<file path="src/rtl/spi_mem_pkg.sv">
`default_nettype none
// ============================================================================
// Module   : spi_mem_pkg
// Purpose  : Shared opcodes, FSM state encoding and byte-lane helpers for the
//            SPI memory controller.
// Revision : 1.0 - initial release
// ============================================================================
package spi_mem_pkg;

  localparam logic [7:0] OP_READ  = 8'h03;
  localparam logic [7:0] OP_WRITE = 8'h02;
  localparam logic [7:0] OP_WREN  = 8'h06;

  typedef enum logic [2:0] {
    ST_IDLE  = 3'd0,
    ST_READ  = 3'd1,
    ST_WREN  = 3'd2,
    ST_GAP   = 3'd3,
    ST_WRITE = 3'd4,
    ST_ACK   = 3'd5,
    ST_ERR   = 3'd6
  } state_t;

  // A write lane mask is usable only when it is one nonzero contiguous run.
  function automatic logic sel_legal(input logic [3:0] sel);
    case (sel)
      4'b0001, 4'b0010, 4'b0100, 4'b1000,
      4'b0011, 4'b0110, 4'b1100,
      4'b0111, 4'b1110, 4'b1111: return 1'b1;
      default:                   return 1'b0;
    endcase
  endfunction

  // Number of bytes carried by the write frame.
  function automatic logic [2:0] sel_count(input logic [3:0] sel);
    return {2'b00, sel[0]} + {2'b00, sel[1]} + {2'b00, sel[2]} + {2'b00, sel[3]};
  endfunction

  // Index of the lowest enabled lane: the byte offset of the first data byte.
  function automatic logic [1:0] sel_offset(input logic [3:0] sel);
    if (sel[0])      return 2'd0;
    else if (sel[1]) return 2'd1;
    else if (sel[2]) return 2'd2;
    else             return 2'd3;
  endfunction

endpackage
`default_nettype wire

</file>
<file path="src/rtl/spi_mem_shifter.sv">
`default_nettype none
// ============================================================================
// Module   : spi_mem_shifter
// Purpose  : SPI mode-3 frame engine. Shifts out up to 64 bits MSB first,
//            shifts in MISO on rising edges, generates SCLK from clk with a
//            CLK_DIV half-period divider. busy doubles as chip-select active.
// Revision : 1.0 - initial release
// ============================================================================
module spi_mem_shifter #(
  parameter int CLK_DIV = 2
) (
  input  logic        clk,
  input  logic        rst,
  input  logic        start,
  input  logic [6:0]  nbits,
  input  logic [63:0] frame,
  input  logic        miso,
  output logic        busy,
  output logic        sclk,
  output logic        mosi,
  output logic        done,
  output logic [31:0] rx_word
);

  localparam int DW = (CLK_DIV > 1) ? $clog2(CLK_DIV) : 1;
  localparam logic [DW-1:0] DIV_LAST = DW'(CLK_DIV - 1);

  logic          r_active;
  logic          r_sclk;
  logic          r_mosi;
  logic [DW-1:0] r_div;
  logic [6:0]    r_bits;
  logic [63:0]   r_sh;
  logic [31:0]   r_rx;
  logic          w_tick;

  assign w_tick  = r_active && (r_div == DIV_LAST);
  // done fires in the same cycle as the final rising edge is scheduled, so
  // chip-select and the FSM's completion state change on the same clk edge.
  assign done    = w_tick && !r_sclk && (r_bits == 7'd1);
  // Includes the bit being sampled now; complete while done is high.
  assign rx_word = {r_rx[30:0], miso};
  assign busy    = r_active;
  assign sclk    = r_sclk;
  assign mosi    = r_mosi;

  // Half-period divider, falling-edge shift-out and rising-edge shift-in.
  always_ff @(posedge clk) begin
    if (rst) begin
      r_active <= 1'b0;
      r_sclk   <= 1'b1;
      r_mosi   <= 1'b0;
      r_div    <= '0;
      r_bits   <= '0;
      r_sh     <= '0;
      r_rx     <= '0;
    end else if (start) begin
      r_active <= 1'b1;
      r_sclk   <= 1'b1;
      r_div    <= '0;
      r_bits   <= nbits;
      r_sh     <= frame;
    end else if (r_active) begin
      if (w_tick) begin
        r_div <= '0;
        if (r_sclk) begin
          r_sclk <= 1'b0;
          r_mosi <= r_sh[63];
          r_sh   <= {r_sh[62:0], 1'b0};
        end else begin
          r_sclk <= 1'b1;
          r_rx   <= rx_word;
          r_bits <= r_bits - 7'd1;
          if (r_bits == 7'd1) r_active <= 1'b0;
        end
      end else begin
        r_div <= r_div + DW'(1);
      end
    end
  end

endmodule
`default_nettype wire

</file>
<file path="src/rtl/spi_mem_ctrl.sv">
`default_nettype none
// ============================================================================
// Module   : spi_mem_ctrl
// Purpose  : Wishbone-classic slave mapping a bus window onto NUM_CS serial
//            SPI memories (READ 0x03 / WRITE 0x02 / WREN 0x06).
//            Optional one-word read cache when SPI_MEM_RDCACHE_EN is defined.
// Revision : 1.0 - initial release
// ============================================================================
module spi_mem_ctrl
  import spi_mem_pkg::*;
#(
  parameter int ADDR_BYTES = 2,
  parameter int NUM_CS     = 1,
  parameter int CLK_DIV    = 2,
  parameter int CS_GAP     = 2
) (
  input  logic              clk_i,
  input  logic              rst_i,
  input  logic              stb_i,
  input  logic              we_i,
  input  logic [3:0]        sel_i,
  input  logic [29:0]       adr_i,
  input  logic [31:0]       dat_i,
  output logic [31:0]       dat_o,
  output logic              ack_o,
  output logic              err_o,
  output logic [NUM_CS-1:0] spiCs_o,
  output logic              spiClk_o,
  output logic              spiMosi_o,
  input  logic              spiMiso_i
);

  localparam int AW  = 8 * ADDR_BYTES;
  localparam int WW  = AW - 2;
  localparam int CSW = (NUM_CS > 1) ? $clog2(NUM_CS) : 1;
  localparam int FW  = 8 + AW + 32;
  localparam int GW  = (CS_GAP > 1) ? $clog2(CS_GAP) : 1;
  localparam logic [6:0]    RD_BITS   = 7'(FW);
  localparam logic [6:0]    WREN_BITS = 7'd8;
  localparam logic [GW-1:0] GAP_LAST  = GW'(CS_GAP - 1);

  state_t          r_state, w_next;
  logic [3:0]      r_sel;
  logic [WW-1:0]   r_word;
  logic [31:0]     r_dat;
  logic [CSW-1:0]  r_dev;
  logic [GW-1:0]   r_gap;
  logic [CSW-1:0]  w_dev;
  logic            w_dev_ok;
  logic            w_capture;
  logic            w_hit;
  logic            w_hit_load;
  logic [31:0]     w_cdata;
  logic            w_start;
  logic [6:0]      w_nbits;
  logic [63:0]     w_frame;
  logic            w_busy;
  logic            w_done;
  logic [31:0]     w_rx;
  logic [31:0]     w_rx_le;
  logic            w_unused;

  // Read frame: opcode, word-aligned byte address, 32 dummy clocks for data.
  function automatic logic [63:0] rd_frame(input logic [WW-1:0] word);
    logic [FW-1:0] f;
    f = {OP_READ, word, 2'b00, 32'h0};
    return 64'(f) << (64 - FW);
  endfunction

  // Write frame: opcode, start byte address, enabled bytes lowest lane first.
  function automatic logic [63:0] wr_frame(input logic [WW-1:0] word,
                                           input logic [3:0] sel,
                                           input logic [31:0] dat);
    logic [FW-1:0] f;
    logic [31:0]   d;
    logic [1:0]    lo;
    lo = sel_offset(sel);
    d  = dat >> {lo, 3'b000};
    f  = {OP_WRITE, word, lo, d[7:0], d[15:8], d[23:16], d[31:24]};
    return 64'(f) << (64 - FW);
  endfunction

  generate
    if (NUM_CS > 1) begin : g_multi_cs
      assign w_dev = adr_i[WW +: CSW];
    end else begin : g_single_cs
      assign w_dev = '0;
    end
  endgenerate

  assign w_dev_ok = (int'(w_dev) < NUM_CS);
  // First received byte sits in rx_word[31:24] and belongs in dat_o[7:0].
  assign w_rx_le  = {w_rx[7:0], w_rx[15:8], w_rx[23:16], w_rx[31:24]};
  assign w_unused = ^adr_i;

  spi_mem_shifter #(
    .CLK_DIV (CLK_DIV)
  ) u_shifter (
    .clk     (clk_i),
    .rst     (rst_i),
    .start   (w_start),
    .nbits   (w_nbits),
    .frame   (w_frame),
    .miso    (spiMiso_i),
    .busy    (w_busy),
    .sclk    (spiClk_o),
    .mosi    (spiMosi_o),
    .done    (w_done),
    .rx_word (w_rx)
  );

  assign spiCs_o = w_busy ? ~(NUM_CS'(1) << r_dev) : '1;

  // State register.
  always_ff @(posedge clk_i) begin
    if (rst_i) r_state <= ST_IDLE;
    else       r_state <= w_next;
  end

  // Next-state, frame launch and bus response decode.
  always_comb begin
    w_next     = r_state;
    w_start    = 1'b0;
    w_nbits    = '0;
    w_frame    = '0;
    w_capture  = 1'b0;
    w_hit_load = 1'b0;
    ack_o      = 1'b0;
    err_o      = 1'b0;
    case (r_state)
      ST_IDLE: begin
        if (stb_i) begin
          w_capture = 1'b1;
          if (!w_dev_ok || (we_i && !sel_legal(sel_i))) begin
            w_next = ST_ERR;
          end else if (we_i) begin
            w_next  = ST_WREN;
            w_start = 1'b1;
            w_nbits = WREN_BITS;
            w_frame = {OP_WREN, 56'h0};
          end else if (w_hit) begin
            w_next     = ST_ACK;
            w_hit_load = 1'b1;
          end else begin
            w_next  = ST_READ;
            w_start = 1'b1;
            w_nbits = RD_BITS;
            w_frame = rd_frame(adr_i[WW-1:0]);
          end
        end
      end
      ST_READ:  if (w_done) w_next = ST_ACK;
      ST_WREN:  if (w_done) w_next = ST_GAP;
      ST_GAP: begin
        if (r_gap == GAP_LAST) begin
          w_next  = ST_WRITE;
          w_start = 1'b1;
          w_nbits = 7'(8 + AW) + 7'({sel_count(r_sel), 3'b000});
          w_frame = wr_frame(r_word, r_sel, r_dat);
        end
      end
      ST_WRITE: if (w_done) w_next = ST_ACK;
      ST_ACK: begin
        ack_o  = 1'b1;
        w_next = ST_IDLE;
      end
      ST_ERR: begin
        err_o  = 1'b1;
        w_next = ST_IDLE;
      end
      default:  w_next = ST_IDLE;
    endcase
  end

  // Request fields are frozen when IDLE accepts the strobe.
  always_ff @(posedge clk_i) begin
    if (rst_i) begin
      r_sel  <= '0;
      r_word <= '0;
      r_dat  <= '0;
      r_dev  <= '0;
    end else if (w_capture) begin
      r_sel  <= sel_i;
      r_word <= adr_i[WW-1:0];
      r_dat  <= dat_i;
      r_dev  <= w_dev;
    end
  end

  // Chip-select high time between WREN and WRITE.
  always_ff @(posedge clk_i) begin
    if (rst_i || (r_state != ST_GAP)) r_gap <= '0;
    else                              r_gap <= r_gap + GW'(1);
  end

  // Read data register, held until the next read completes.
  always_ff @(posedge clk_i) begin
    if (rst_i)                           dat_o <= '0;
    else if (r_state == ST_READ && w_done) dat_o <= w_rx_le;
    else if (w_hit_load)                 dat_o <= w_cdata;
  end

`ifdef SPI_MEM_RDCACHE_EN
  logic           r_cvalid;
  logic [CSW-1:0] r_ccs;
  logic [WW-1:0]  r_cword;
  logic [31:0]    r_cdata;
  logic           r_we;

  assign w_hit   = r_cvalid && (r_ccs == w_dev) && (r_cword == adr_i[WW-1:0]);
  assign w_cdata = r_cdata;

  // Fill on read completion; write-through of enabled lanes on write ack.
  always_ff @(posedge clk_i) begin
    if (rst_i) begin
      r_cvalid <= 1'b0;
      r_ccs    <= '0;
      r_cword  <= '0;
      r_cdata  <= '0;
      r_we     <= 1'b0;
    end else begin
      if (w_capture) r_we <= we_i;
      if (r_state == ST_READ && w_done) begin
        r_cvalid <= 1'b1;
        r_ccs    <= r_dev;
        r_cword  <= r_word;
        r_cdata  <= w_rx_le;
      end else if (r_state == ST_ACK && r_we && r_cvalid &&
                   r_ccs == r_dev && r_cword == r_word) begin
        for (int i = 0; i < 4; i++) begin
          if (r_sel[i]) r_cdata[8*i +: 8] <= r_dat[8*i +: 8];
        end
      end
    end
  end
`else
  assign w_hit   = 1'b0;
  assign w_cdata = '0;
`endif

endmodule
`default_nettype wire
</file>
<file path="config.mk">
export PLATFORM = sky130hd
export DESIGN_NAME = spi_mem_ctrl
export DESIGN_NICKNAME = d
export VERILOG_FILES = /design/src/rtl/spi_mem_pkg.sv /design/src/rtl/spi_mem_shifter.sv /design/src/rtl/spi_mem_ctrl.sv
export SDC_FILE = /design/constraint.sdc
export NUM_CORES = 1
export LEC_CHECK = 0
export CAP_MARGIN = 20
export CORE_MARGIN = 2
export CORE_UTILIZATION = 47
export DETAILED_ROUTE_END_ITERATION = 6
export GPL_ROUTABILITY_DRIVEN = 0
export PLACE_DENSITY = 0.76
export SLEW_MARGIN = 30
export SYNTH_ARGS = -nofsm -noshare
export SYNTH_HDL_FRONTEND = slang
export SYNTH_HIERARCHICAL = 1
export SYNTH_SLANG_ARGS = --single-unit
</file>
<file path="constraint.sdc">
create_clock -name clk_i -period 3.7 [get_ports clk_i]
set_input_delay 0.74 -clock clk_i [delete_from_list [all_inputs] [get_ports clk_i]]
set_output_delay 0.74 -clock clk_i [all_outputs]
set_load 0.05 [all_outputs]
</file>
======== Word-level counts from Yosys, hierarchy flattened ========
Memory sizes are Yosys's and may differ from the RTL's.
Cells that the tools add are included.
storage, ports and cells
  output and inout bits ................... 37
  input bits .............................. 71
  bits in read-only memories .............. 16
  register bits ........................... 192
  logic and storage cells ................. 106
  memories ................................ 1
memories
  memory            words  width  rd ports  clocked after memory_dff  write ports  RTL line           RTL
  (name not given)  16     1      1         0                         0            spi_mem_pkg.sv:26  case (sel)
cells by class
  mux-type cells .......................... 49
  shift-type cells ........................ 1
  reductions and logical operators ........ 20
  bitwise logic cells ..................... 2
  eq/ne operators ......................... 13
  add/subtract/negate cells ............... 7
operators with widths
  kind                   number
  $mux W64               4
  $mux W59               3
  $pmux W59 S2           1
  $mux W58               1
  $mux W7                5
  $mux W32               1
  $shr A32 B5 Y32        1
  $mux W1                18
  $mux W6                3
  $mux W3                5
  $pmux W7 S2            1
  $pmux W3 S4            1
  $reduce_and A4 Y1      3
  $mux W2                5
  $eq A3 B3 Y1 const B   3
  $add A5 B6 Y7 const A  1
  $eq A7 B1 Y1 const B   1
  $sub A7 B1 Y7 const B  1
  $eq A3 B2 Y1 const B   2
  $ne A2 B2 Y1 const B   3
  $reduce_and A3 Y1      2
  $reduce_bool A2 Y1     3
  $logic_and A1 B1 Y1    5
  $ne A2 B1 Y1 const B   2
  other kinds (13)       17

======== Logic depth before layout (Yosys ltp) ========
An unclocked memory read counts as a cell.
  depth in word-level cells ............... 10
  mapped depth ............................ 12
  depth with buffers taken out ............ 9

======== Modules after synthesis ========
Netlist, hierarchy kept.
by module, submodules not included
  module           seq. area each (µm²)  instances  cells each  area each (µm²)
  spi_mem_shifter  2,122.0               1          556         4,335.4
  spi_mem_ctrl     1,721.7               1          546         4,281.6

======== Worst setup path after synthesis ========
Ideal clock, no wire load.
  path type ............................... input to register
  start ................................... input port sel_i[3]
  end ..................................... register u_shifter.r_sh[10]
  library setup time ...................... 0.091 ns
  stages .................................. 10
  buffers on the path ..................... 3
  setup slack ............................. 0.984 ns
  data arrival time ....................... 2.625 ns
  data required time ...................... 3.609 ns
  cell sequence ........................... or3_1 a21oi_1 o21a_1 o21ai_0 clkbuf_1 clkinv_1 clkbuf_1 clkbuf_1 nor2_1 a311oi_1
on the way
  longest elaborated chain between the ends .. 10
  elaborated cells on any way between the ends .. 16
  those cells by class .................... 9 x mux; 6 x reduce/logical; 1 x memory
RTL lines
  item                                 RTL line               RTL
  start: declaration                   spi_mem_ctrl.sv:21     input logic [3:0] sel_i,
  $mem_v2 Z16 W1 (*)                   n/a
  $mux W1 (*)                          spi_mem_ctrl.sv:132    if (stb_i) begin
  $mux W1 (*)                          spi_mem_ctrl.sv:130    case (r_state)
  $logic_not A1 Y1 (*)                 spi_mem_ctrl.sv:134    if (!w_dev_ok || (we_i && !sel_legal(sel_i))) begin
  $logic_and A1 B1 Y1 (*)              spi_mem_ctrl.sv:134
  $mux W1                              spi_mem_ctrl.sv:134
  $mux W1                              spi_mem_ctrl.sv:132
  $pmux W1 S2                          spi_mem_ctrl.sv:130
  $reduce_bool A2 Y1 (no source line)  n/a
  $reduce_and A3 Y1 (no source line)   n/a
  end signal: assignment               spi_mem_shifter.sv:62  r_sh <= frame;
  end signal: assignment               spi_mem_shifter.sv:69  r_sh <= {r_sh[62:0], 1'b0};
  end: declaration                     spi_mem_shifter.sv:33  logic [63:0] r_sh;
Every way passes the cells marked *; elsewhere a longest branch is shown, timed or not. The select of a mux whose other input is x is not followed.
A chain may end at the register's enable or synchronous reset.

======== Worst setup path after layout ========
  start ................................... input port sel_i[2]
  end ..................................... register u_shifter.r_sh[35]
The elaborated chain is that of the path after synthesis.

==> impl_metrics.json <==
{
  "cp.required_ns": 4.04,
  "dieArea_mm2": 0.0194,
  "skew_ns": 0.0136,
  "rsz0062_at_grt": "no",
  "numCtsBuffers": 17,
  "vdd_drop_max_mv": 0.474,
  "postLayoutSetupSlackWorst_ns": 0.532,
  "synth_seq_area_share_pct": 44.6,
  "multi_input_area_mm2": 0.00434,
  "p_int_mw": 3.48,
  "hold_ws_ns": 0.453,
  "sw_frac_of_total_pct": 27.5,
  "cts_tree": "built",
  "worst_setup_path_start_kind": "input pin",
  "initial_core_util_pct": 48.0,
  "dr.first_iter.drc_count": 689,
  "setup_viol": 0,
  "cpMaxStageDelayCell": "o21ai_0",
  "synthFlopType": "dfxtp_1",
  "routed_wirelength_um": 20300,
  "p_clk_share_pct": 39.7,
  "dp.cells": 1360,
  "p_seq_share_pct": 47.9,
  "tightest_slew_ns": 0.912,
  "cts_sinks": 192,
  "comb_power_share_pct": 12.4,
  "post_cts.repair.setup_buffers": 0,
  "design.core.area_mm2": 0.0180,
  "status": "finished, final reports clean",
  "clockBufferDepth": 2,
  "crit_fanout": 91,
  "synth_edf_count": 0,
  "netlist_instances": 1102,
  "ant_nets": 0,
  "first_pass_iters": 5,
  "clockRootBuffer": "clkbuf_16",
  "dieHeight_um": 139,
  "area_delta_synth_final_pct": 18.6,
  "io_buffers": 91,
  "critPathKind": "in -> reg",
  "cts_max_level": 4,
  "first_global_vias": 6880,
  "period_share_pct": 85.6,
  "cpPeakStageDelay_ns": 0.71,
  "hold_viol": 0,
  "nNetsFinal": 1229,
  "fin_crit_ns": 3.17,
  "regArea_mm2": 0.00384,
  "power_density_mw_per_mm2": 470,
  "vias": 7588,
  "grt_pass1_wl_um": 33700,
  "worstPathArrival_ns": 3.50,
  "syn_area_mm2": 0.00862,
  "clock_latency_ns": 0.44,
  "place_ws_ns": 0.148,
  "slew_headroom_pct": 39.2,
  "vias_per_cell": 5.45,
  "n_antenna_cell": 0,
  "syn_avg_cell_area_um2": 7.82,
  "p_leak_nw": 3.56,
  "final.setup.tns_ns": 0,
  "fmax_ghz": 0.316,
  "synth_seq_cells": 192,
  "drive_above_1_share_pct": 6.88,
  "dp.final_hpwl_um": 12700,
  "clk_pin_slew_worst_paths_ns": 0.08,
  "n_fill_cell": 1640,
  "die_w_um": 139,
  "antenna_found_initial": 0,
  "grt_max_degree": 109,
  "final-instance-count-excl-fill": 1392,
  "netlist.top_cell.by_area": "dfxtp_1",
  "io_pins": 108,
  "path_cells": "clkdlybuf4s50_1 > nand2_1 > o211a_1 > o21a_1 > o21ai_0 > clkinv_2 > buf_12 > a311oi_1",
  "synth_common_cells": "nand2_1, dfxtp_1, a21oi_1",
  "postLayoutCoreUtil_pct": 56.9,
  "synth_area_leaders": "dfxtp_1, nand2_1, a21oi_1",
  "report.final.slew_viol_count": 0,
  "cap_violations": 0,
  "track_usage_pct": 20.8,
  "cp-end-kind": "flip-flop",
  "yosysWarnings": 6,
  "wl_per_cell_um": 14.6,
  "post-synth-top-count-cell": "nand2_1",
  "grt_overflow_total": 0,
  "ys_types": 61,
  "hp-class": "reg -> reg",
  "p_sw_mw": 1.32,
  "route.detailed.drc": 0,
  "yosys.area.top_type_share_pct": 44.6,
  "cts_resized": 0,
  "cts_hold_buf": 0,
  "row_count": 49,
  "synthArstFlopShare_pct": 0
}
logic make-up (layout without fill, tap and decap cells):
family                     count (synthesis)  in the layout  synth area share, %
DFF                                      192            192                 44.6
other                                      1             16               0.0435
buffers and inverters                    105            151                 5.90
AOI/OAI and AO/OA                        256            256                 19.7
muxes                                     10             10                 2.56
xor gates and xnor gates                   5              5                0.508
adders and majority gates                  8              8                 1.25
and+or+nand+nor                          525            525                 25.4
path summary, 6_finish.rpt:
kind,slack [ns],cells past startpoint,startpoint,to
hold / removal,0.45,2,dat_o[13],dat_o[13]
setup reg to reg,1.02,6,r_state[2],u_shifter/r_sh[35]
setup / recovery,0.53,8,sel_i[2],u_shifter/r_sh[35]
hold reg to reg,0.45,2,dat_o[13],dat_o[13]
placed cells by master (no fill, tap or decap), types with 5 or more instances in the layout:
cell / instances
nand2_1: 377
dfxtp_1: 192
a21oi_1: 125
clkdlybuf4s50_1: 90
nor2_1: 80
a311oi_1: 67
clkbuf_16: 17
and2_1: 16
conb_1: 16
o21ai_0: 14
a22o_1: 14
buf_4: 13
nand3_1: 12
a21oi_2: 10
inv_1: 8
and3_1: 8
a21boi_0: 8
ha_1: 7
mux4_1: 5
inv_6: 5
worst max-delay path: cells and delay by family:
kind / cells / cell delay, ns
AO/OA/AOI/OAI: 4 / 1.35
buffers and inverters: 3 / 1.28
AND/OR/NAND/NOR: 1 / 0.08
through the flow:
stage / instance area, um^2 / power (mW)
2_1_floorplan: 8670 / 2.76
3_3_place_gp: 9590 / 2.92
3_5_place_dp: 9600 / 2.93
4_1_cts: 10200 / 4.83
5_1_grt: 10200 / 5.01
6_report: 10200 / 4.80
final cells by class:
class                   instances  share of cell area [%]
clock buffers                  17                    4.16
clock inverters                15                    1.90
inverters                      11                   0.416
multi-input cells             820                    42.4
flip-flops and latches        192                    37.6
well taps                     229                    2.80
repair buffers                108                    10.7
power groups by stage:
stage	clock, mW	sequential (mW)	combinational (mW)
after detailed placement	0	2.34	0.590
after global routing	2.03	2.32	0.667
final	1.91	2.30	0.596
after CTS	1.94	2.30	0.595
after floorplan	0	2.30	0.458
after global placement	0	2.34	0.578
sequential cells by signal (all words and copies together) (netlist names):
name	cells
r_sel	4
u_shifter/r_div	1
u_shifter/r_rx	31
r_dat	32
r_word	14
dat_o	32
u_shifter/sclk	1
r_state	3
u_shifter/busy	1
r_gap	1
u_shifter/r_sh	64
u_shifter/mosi	1
u_shifter/r_bits	7
layer usage:
| layer | track usage, % | part of all wire (%) |
|---|---|---|
| met1 | 28.7 | 48 |
| met2 | 31.9 | 45 |
| met3 | 5.33 | 5.6 |
| met4 | 6.49 | 1.5 |
| met5 | 0 | 0 |
Power figures use the tool's default switching activity.
